--- src/rtl/lsu_cluster.sv ---
// Shared load-store unit: per-lane request slots, round-robin arbitration onto one read and one write port.
// Optional address bounds check enabled by defining LSU_BOUNDS_CHECK_EN.
module lsu_cluster #(
  parameter int NUM_THREADS        = 4,
  parameter int DATA_MEM_ADDR_BITS = 8,
  parameter int DATA_MEM_DATA_BITS = 8,
  parameter int DATA_MEM_LIMIT     = 256
) (
  input  logic                                     clk,
  input  logic                                     reset,
  input  logic [NUM_THREADS-1:0]                   load_enable,
  input  logic [NUM_THREADS-1:0]                   store_enable,
  input  logic [NUM_THREADS*DATA_MEM_ADDR_BITS-1:0] address,
  input  logic [NUM_THREADS*DATA_MEM_DATA_BITS-1:0] store_data,
  output logic [NUM_THREADS*DATA_MEM_DATA_BITS-1:0] load_data,
  output logic [NUM_THREADS-1:0]                   lsu_busy,
  output logic [NUM_THREADS-1:0]                   lsu_done,
  output logic [NUM_THREADS-1:0]                   lsu_error,
  output logic                                     data_mem_read_valid,
  output logic [DATA_MEM_ADDR_BITS-1:0]            data_mem_read_address,
  input  logic                                     data_mem_read_ready,
  input  logic [DATA_MEM_DATA_BITS-1:0]            data_mem_read_data,
  output logic                                     data_mem_write_valid,
  output logic [DATA_MEM_ADDR_BITS-1:0]            data_mem_write_address,
  output logic [DATA_MEM_DATA_BITS-1:0]            data_mem_write_data,
  input  logic                                     data_mem_write_ready
);

  localparam int A     = DATA_MEM_ADDR_BITS;
  localparam int D     = DATA_MEM_DATA_BITS;
  localparam int PTR_W = (NUM_THREADS > 1) ? $clog2(NUM_THREADS) : 1;

  localparam logic [1:0] P_IDLE  = 2'd0;
  localparam logic [1:0] P_READ  = 2'd1;
  localparam logic [1:0] P_WRITE = 2'd2;

`ifdef LSU_BOUNDS_CHECK_EN
  localparam bit BOUNDS_EN = 1'b1;
`else
  localparam bit BOUNDS_EN = 1'b0;
`endif

  logic [NUM_THREADS-1:0] r_slot_vld;
  logic [NUM_THREADS-1:0] r_slot_ld;
  logic [A-1:0]           r_slot_addr [NUM_THREADS];
  logic [D-1:0]           r_slot_data [NUM_THREADS];

  logic [1:0]             r_state;
  logic [PTR_W-1:0]       r_ptr;
  logic [PTR_W-1:0]       r_lane;
  logic                   r_rvalid;
  logic                   r_wvalid;
  logic [A-1:0]           r_maddr;
  logic [D-1:0]           r_mwdata;
  logic [NUM_THREADS*D-1:0] r_load_data;
  logic [NUM_THREADS-1:0] r_done;
  logic [NUM_THREADS-1:0] r_error;

  logic                   w_any;
  logic [PTR_W-1:0]       w_grant;
  logic                   w_fault;

  function automatic logic [PTR_W-1:0] lane_at(input logic [PTR_W-1:0] base, input int ofs);
    int sum;
    sum = (int'(base) + ofs) % NUM_THREADS;
    return sum[PTR_W-1:0];
  endfunction

  function automatic logic out_of_range(input logic [A-1:0] a);
    return 64'(a) >= 64'(DATA_MEM_LIMIT);
  endfunction

  // Scan downward so the lane closest to the pointer is the one left selected
  always_comb begin
    w_any   = 1'b0;
    w_grant = '0;
    for (int i = NUM_THREADS - 1; i >= 0; i--) begin
      if (r_slot_vld[lane_at(r_ptr, i)]) begin
        w_any   = 1'b1;
        w_grant = lane_at(r_ptr, i);
      end
    end
  end

  assign w_fault = BOUNDS_EN && out_of_range(r_slot_addr[w_grant]);

  always_ff @(posedge clk) begin
    r_done  <= '0;
    r_error <= '0;
    if (reset) begin
      r_slot_vld  <= '0;
      r_slot_ld   <= '0;
      r_state     <= P_IDLE;
      r_ptr       <= '0;
      r_lane      <= '0;
      r_rvalid    <= 1'b0;
      r_wvalid    <= 1'b0;
      r_maddr     <= '0;
      r_mwdata    <= '0;
      r_load_data <= '0;
    end else begin
      // A lane whose done pulse is showing ignores its enables for that cycle
      for (int t = 0; t < NUM_THREADS; t++) begin
        if (!r_slot_vld[t] && !r_done[t] && (load_enable[t] || store_enable[t])) begin
          r_slot_vld[t]  <= 1'b1;
          r_slot_ld[t]   <= load_enable[t];
          r_slot_addr[t] <= address[t*A +: A];
          r_slot_data[t] <= store_data[t*D +: D];
        end
      end

      case (r_state)
        P_IDLE: begin
          if (w_any) begin
            if (w_fault) begin
              r_slot_vld[w_grant] <= 1'b0;
              r_done[w_grant]     <= 1'b1;
              r_error[w_grant]    <= 1'b1;
              if (r_slot_ld[w_grant]) begin
                r_load_data[w_grant*D +: D] <= '0;
              end
              r_ptr <= lane_at(w_grant, 1);
            end else begin
              r_lane   <= w_grant;
              r_maddr  <= r_slot_addr[w_grant];
              r_mwdata <= r_slot_data[w_grant];
              if (r_slot_ld[w_grant]) begin
                r_rvalid <= 1'b1;
                r_state  <= P_READ;
              end else begin
                r_wvalid <= 1'b1;
                r_state  <= P_WRITE;
              end
            end
          end
        end
        P_READ: begin
          if (data_mem_read_ready) begin
            r_load_data[r_lane*D +: D] <= data_mem_read_data;
            r_rvalid           <= 1'b0;
            r_done[r_lane]     <= 1'b1;
            r_slot_vld[r_lane] <= 1'b0;
            r_ptr              <= lane_at(r_lane, 1);
            r_state            <= P_IDLE;
          end
        end
        P_WRITE: begin
          if (data_mem_write_ready) begin
            r_wvalid           <= 1'b0;
            r_done[r_lane]     <= 1'b1;
            r_slot_vld[r_lane] <= 1'b0;
            r_ptr              <= lane_at(r_lane, 1);
            r_state            <= P_IDLE;
          end
        end
        default: r_state <= P_IDLE;
      endcase
    end
  end

  assign load_data              = r_load_data;
  assign lsu_busy               = r_slot_vld;
  assign lsu_done               = r_done;
  assign lsu_error              = r_error;
  assign data_mem_read_valid    = r_rvalid;
  assign data_mem_read_address  = r_maddr;
  assign data_mem_write_valid   = r_wvalid;
  assign data_mem_write_address = r_maddr;
  assign data_mem_write_data    = r_mwdata;

endmodule

--- config.mk ---
export PLATFORM = sky130hd
export DESIGN_NAME = lsu_cluster
export DESIGN_NICKNAME = d
export VERILOG_FILES = /design/src/rtl/lsu_cluster.sv
export SDC_FILE = /design/constraint.sdc
export NUM_CORES = 1
export LEC_CHECK = 0
export ABC_AREA = 0
export BUFFER_PORTS_ARGS = -buffer_cell sky130_fd_sc_hd__buf_2
export CORE_ASPECT_RATIO = 1.75
export CORE_MARGIN = 4
export CORE_UTILIZATION = 45
export CTS_BUF_LIST = sky130_fd_sc_hd__clkbuf_4
export DETAILED_ROUTE_END_ITERATION = 12
export GPL_ROUTABILITY_DRIVEN = 1
export HOLD_SLACK_MARGIN = 0.03
export MAX_ROUTING_LAYER = met4
export PLACE_DENSITY = 0.85
export SLEW_MARGIN = 5
export SYNTH_ARGS = -nofsm -noshare
export SYNTH_HDL_FRONTEND = slang
export SYNTH_SLANG_ARGS = --single-unit
--- constraint.sdc ---
create_clock -name clk -period 2.7 [get_ports clk]
set_input_delay 0.405 -clock clk [delete_from_list [all_inputs] [get_ports clk]]
set_output_delay 0.405 -clock clk [all_outputs]
set_load 0.05 [all_outputs]
Word-level counts from Yosys, hierarchy flattened
Memory sizes are Yosys's and may differ from the RTL's. A register that Yosys moved wholly into a read port is not among the register bits.
Index checks and enable logic that the tools add are counted.

storage, ports and cells
  flip-flop bits (word level) = 52
  memory bits (writable) = 64
  output and inout bits = 70
  logic and storage cells = 131
  memories kept = 2

memories
  name         words  bits a word  rd ports  clocked after memory_dff  write ports  RTL line  RTL
  r_slot_addr  4      8            1         1                         4            45        logic [A-1:0] r_slot_addr [NUM_THREADS];
  r_slot_data  4      8            1         1                         4            46        logic [D-1:0] r_slot_data [NUM_THREADS];

cells by class
  $add $sub $neg = 5
  order comparisons = 7
  eq/ne operators = 7
  shifts and indexed selects = 2
  multiplexer cells = 63
  bitwise logic cells = 2
  reduce and logical (&&, ||, !) cells = 31

operator list
  kind                                                   count
  two-way mux 1 bit                                      36
  negation 5 -> 34 bit                                   1
  variable shift 8 x 34 -> 32 bit, first input constant  1
  indexed part select 8 x 34 -> 32 bit                   1
  bitwise mux 32 bit                                     1
  two-way mux 2 bit                                      10
  < comparator 2 x 3 -> 1 bit, second input constant     6
  two-way mux 4 bit                                      4
  case mux 4 bit (2 select lines)                        2
  binary-select mux 1 bit (select 2 bit)                 5
  != test 2 bit, second input constant                   5
  logical AND 1 bit                                      9
  logical NOT 1 bit                                      8
  AND reduction 4 bit                                    2
  case mux 2 bit (3 select lines)                        1
  AND reduction 3 bit                                    2
  nonzero test 2 bit                                     3
  adder 2 x 1 -> 2 bit, second input constant            2
  adder 2 bit, second input constant                     2
  AND 4 bit                                              1
  logical OR 1 bit                                       4
  NOT 4 bit                                              1
  case mux 1 bit (2 select lines)                        2
  case mux 2 bit (2 select lines)                        1
  other kinds (6)                                        7

Longest topological paths before layout
  depth in word-level cells = 12
  mapped depth = 8

Worst setup path before layout
Ideal clock, no wire load.

  path kind = input to register
  start = input port reset
  end = memory r_slot_addr[1][0] (netlist bit), enable pin
  setup time = 0.430 ns
  arrival = 2.470 ns
  setup slack = -0.200 ns
  stages = 3
  buffers on the path = 2
  cells stage by stage = clkbuf_1 -> buf_1 -> nor4_1

RTL lines
  what             RTL line  RTL
  start, declared  10        input logic reset,
  end, declared    45

Worst setup path after layout
  start = register r_slot_vld[1], in the netlist lsu_busy[1]
  end = register r_maddr[0], in the netlist data_mem_read_address[0] (read register of r_slot_addr)

on the way
  longest elaborated chain between the ends = 7
  elaborated cells on any way between the ends = 17
  those cells by class = mux (16); reduce/logical (1)

RTL lines
  what                                     RTL line  RTL
  start, declared                          43        logic [NUM_THREADS-1:0] r_slot_vld;
  start signal, assigned                   91        r_slot_vld <= '0;
  start signal, assigned by index          105       r_slot_vld[t] <= 1'b1;
  start signal, assigned by index          116       r_slot_vld[w_grant] <= 1'b0;
  binary-select mux 1 bit (select 2 bit)   78        if (r_slot_vld[lane_at(r_ptr, i)]) begin
  two-way mux 1 bit (not written as such)  78
  two-way mux 1 bit (4 in series)          78
  AND reduction 2 bit (no source line)     --
  end, declared                            53        logic [A-1:0] r_maddr;

Several ways; a longest one is shown, not always the timed one. The select of a mux whose other input is x is not followed.
A chain may end at the register's enable or synchronous reset.

==> results.env <==
RUN_STATUS='finished, final reports clean'
SHARE_CLK_OF_TOTAL_POWER_PCT=20.9
FINAL_WORST_CLOCK_SKEW_NS=0.0127
SYNTH.TOP_CELL.AREA_SHARE_PCT=36.6
CP.REQUIRED_NS=3.14
SYNTH_TOP_CELLS_BY_COUNT='nand2_1 (85), dfxtp_1 (68), edfxtp_1 (64)'
FMAXACHIEVABLE_GHz=0.473
PLACE_WS_NS=0.650
SYNTHDISTINCTLIBCELLS=38
FLOORPLAN.DIE.WIDTH_UM=89.6
LAYOUT.FILLER_CELLS=859
IOS=154
TRITONCTS.NUM_BUFFERS=17
FINALCRITICALPERIOD_NS=2.11
SYNTH_AREA_UM2=5250
PLACEMENT.IO_BUFFERS=149
WIRE_LENGTH_OF_THE_FIRST_GLOBAL_ROUTING_PASS_MM=23.9
SYNTH_LARGEST_AREA_CELL='edfxtp_1'
REPORT.FINAL.SLEW_VIOL_COUNT=0
CRIT_FANOUT=32
NATURE_OF_THE_CRITICAL_PATH_STARTPOINT='flip-flop'
YOSYS-TOP-CELLS-AREA='edfxtp_1 (37%), dfxtp_1 (26%), nand2_1 (6.1%)'
WORST_SETUP_HOLD_PATH_CLK_SLEW_NS=0.11
AREA_OCCUPIED_BY_MULTI_INPUT_GATES_UM2=1800
FINALCRITPERIODSHARE_PCT=78.2
FINALHOLDVIOLCOUNT=0
POSTSYNTH.TOPFLOPCELL='dfxtp_1'
INITIAL_ANTENNA_VIOLATION_COUNT=1
POWER.INTERNAL_mW=4.06
DETAILEDPLACEMENTHPWL_MM=10.6
SYN-INSTANCE-COUNT=483
POWER_SWITCHING_SHARE_PCT=41.8
WORST_HOLD_PATH_TYPE='input port to flip-flop'
SYNTH_EDF_COUNT=64
WORST_IR_DROP_VDD_mV=0.456
GRT_START_MAX_NET_PINS=37
YOSYS_WARNINGS=0
INSERTION_DELAY_NS=0.54
FINALNETCOUNT=789
SYNTH.AVG_CELL_AREA_UM2=10.9
DETAILED_ROUTE_WL_MM=16.0
YS_SEQ_ELEMENTS=132
TIMING.FINAL.WS_SETUP_NS=0.588
YOSYSMOSTFREQUENTCELL='nand2_1'
WIRE_PER_INST_UM=19.0
CELL_AREA_AFTER_LAYOUT_UM2=7060
VIASPERCELL=5.58
DETAILEDROUTE.FIRSTITERATIONVIOLATIONS=261
CLOCK_SINK_COUNT=132
DIE_AREA_UM2=13500
PLACEMENT.CELL_AREA_UM2=6110
PATH_CELLS='and2b_1 -> nor4_2 -> nor2_2 -> buf_4 -> nand2_1 -> nand3b_1 -> a32o_1'
WORST_EP_ARRIVAL_TIME_NS=2.56
CTS_TREE='done'
GRT_PASS1_VIAS=4917
POWER_DENSITY_nW_PER_UM2=989
DIE_HEIGHT_UM=151
SLOWEST_STAGE='dfxtp_1'
CRIT_PATH_END_KIND='flip-flop'
ASYNC_RESET_FF_SHARE_PCT=0
UNREPAIRED_SETUP_ENDPOINTS_AFTER_GLOBAL_ROUTING='no'
DRCVIOLATIONCOUNT=0
POST_CTS_BUFFERS=0
CLOCK_PATH_BUFFERS=2
MAXCAPVIOLATIONS=0
DRT_PRE_ANTENNA_ITERS=5
DESIGN.CORE.AREA_UM2=11300
POWER.SHARE.SEQUENTIAL_PCT=37.9
CRIT_PATH_MAX_INCR_DELAY_NS=0.51
ROOT_BUFFER='clkbuf_4'
GRT_USAGE_PCT=24.5
YOSYSSEQAREASHARE_PCT=62.6
SEQ_CELL_AREA_UM2=3280
TRANSITION_TIME_AT_THE_PIN_WITH_THE_LEAST_SLEW_MARGIN_NS=1.23
CTS-HTREE-LEVELS=4
LAYOUT-DRIVE-GT1-SHARE_PCT=28.2
INITIAL_UTILIZATION_PCT=46.4
GLOBALPLACE.CONGESTION=0.862
FP-ROW-COUNT=51
FINAL_COUNT_OF_NEGATIVE_SETUP_SLACK_ENDPOINTS=0
ROUTED-VIA-COUNT=4692
POSTROUTEANTENNANETS=0
SETUP_TOTAL_NEGATIVE_SLACK_NS=0
CRITICAL_PATH_CLASS='flip-flop to flip-flop'
POST_CTS.RESIZED_INSTANCES=0
RELSLEWSLACK_PCT=17.7
FINAL_GLOBAL_ROUTE_OVERFLOW_TOTAL=0
STATIC-LEAKAGE-POWER_nW=2.98
PWR-SHARE-COMB_PCT=41.2
HOLD_SLACK_NS=0.0633
AREA_OVERHEAD_OF_THE_LAYOUT_RELATIVE_TO_SYNTHESIS_PCT=34.6
TOTAL_POWER_mW=6.98
P_SWITCHING_mW=2.92
## cell type report
| cell class | count | area share (%) |
|---|---|---|
| diodes | 1 | 0.0354 |
| clock buffers | 18 | 1.91 |
| clock inverters | 14 | 2.64 |
| inverters | 9 | 0.478 |
| multi-input cells | 312 | 25.4 |
| flip-flops and latches | 132 | 46.5 |
| well taps | 132 | 2.34 |
| repair buffers | 223 | 20.7 |
## registers in the layout (all words and copies together) (netlist names)
signal / cells
data_mem_write_data: 8
r_state: 2
data_mem_read_address: 8
r_lane: 2
data_mem_read_valid: 1
r_slot_data: 32
r_slot_addr: 32
r_slot_ld: 4
data_mem_write_valid: 1
r_ptr: 2
lsu_done: 4
load_data: 32
lsu_busy: 4
## power groups by stage
stage	sequential [mW]	combinational [mW]	clock, mW
6_report	2.65	2.88	1.46
5_1_grt	2.68	3.10	1.56
4_1_cts	2.63	2.81	1.48
3_5_place_dp	2.68	2.73	0
3_3_place_gp	2.65	2.65	0
2_1_floorplan	3.03	1.65	0
## worst max-delay path: cells and delay by family, from the launching register on
kind / cells / cell delay, ns
and+or+nand+nor: 5 / 0.94
DFF: 1 / 0.51
AOI/OAI and AO/OA: 1 / 0.31
buffers and inverters: 1 / 0.26
## worst paths after layout
path	startpoint	endpoint	slack, ns	cells after the start
worst min-delay path	store_data[0]	r_slot_data[0][0]	0.06	1
worst max register to register	lsu_busy[1]	data_mem_read_address[0]	0.59	7
worst max-delay path	lsu_busy[1]	data_mem_read_address[0]	0.59	7
worst min register to register	load_data[0]	load_data[0]	0.46	2
## through the flow
step           util (%)  cells
2_1_floorplan         -    486
3_3_place_gp       54.1    745
3_5_place_dp       54.1    745
4_1_cts            62.0    834
5_1_grt            62.5    841
6_report           62.5    841
## metal layers
layer | routed length (µm) | GRT usage, %
met1 | 5340 | 23.2
met2 | 8450 | 42.3
met3 | 1230 | 7.13
met4 | 930 | 14.7
met5 | 0 | -
## cell usage in the layout (no fill, tap or decap), types with 5 or more instances in the layout
cell           synthesis  final
dlygate4sd3_1          0     63
a32o_1                16     16
nor4_2                 1      5
buf_2                  6    149
buf_4                 12     11
edfxtp_1              64     64
a21oi_1               14     14
nor2_1                60     60
dfxtp_1               68     68
clkbuf_4               0     18
ha_1                  10     10
nand3b_1              16     16
a22oi_1               29     29
nand3_1               28     28
inv_1                  9      9
nand2_1               85     85
nor3_1                 5      5
o21a_1                 5      5
## logic make-up (layout without fill, tap and decap cells)
group                      Yosys count  in the layout  share of synthesized area (%)
muxes                                4              4                          0.811
buffers and inverters               42            264                           4.01
and+or+nand+nor                    218            218                           19.3
AOI/OAI and AO/OA                   76             76                           10.9
adders and majority gates           10             10                           2.38
other                                1              5                         0.0715
DFF                                132            132                           62.6
## what timing repair did
action	in CTS	in global routing
endpoints found under the setup margin	0	0
hold endpoints to repair	57	6
hold buffers	57	6
Power figures use the tool's default switching activity.
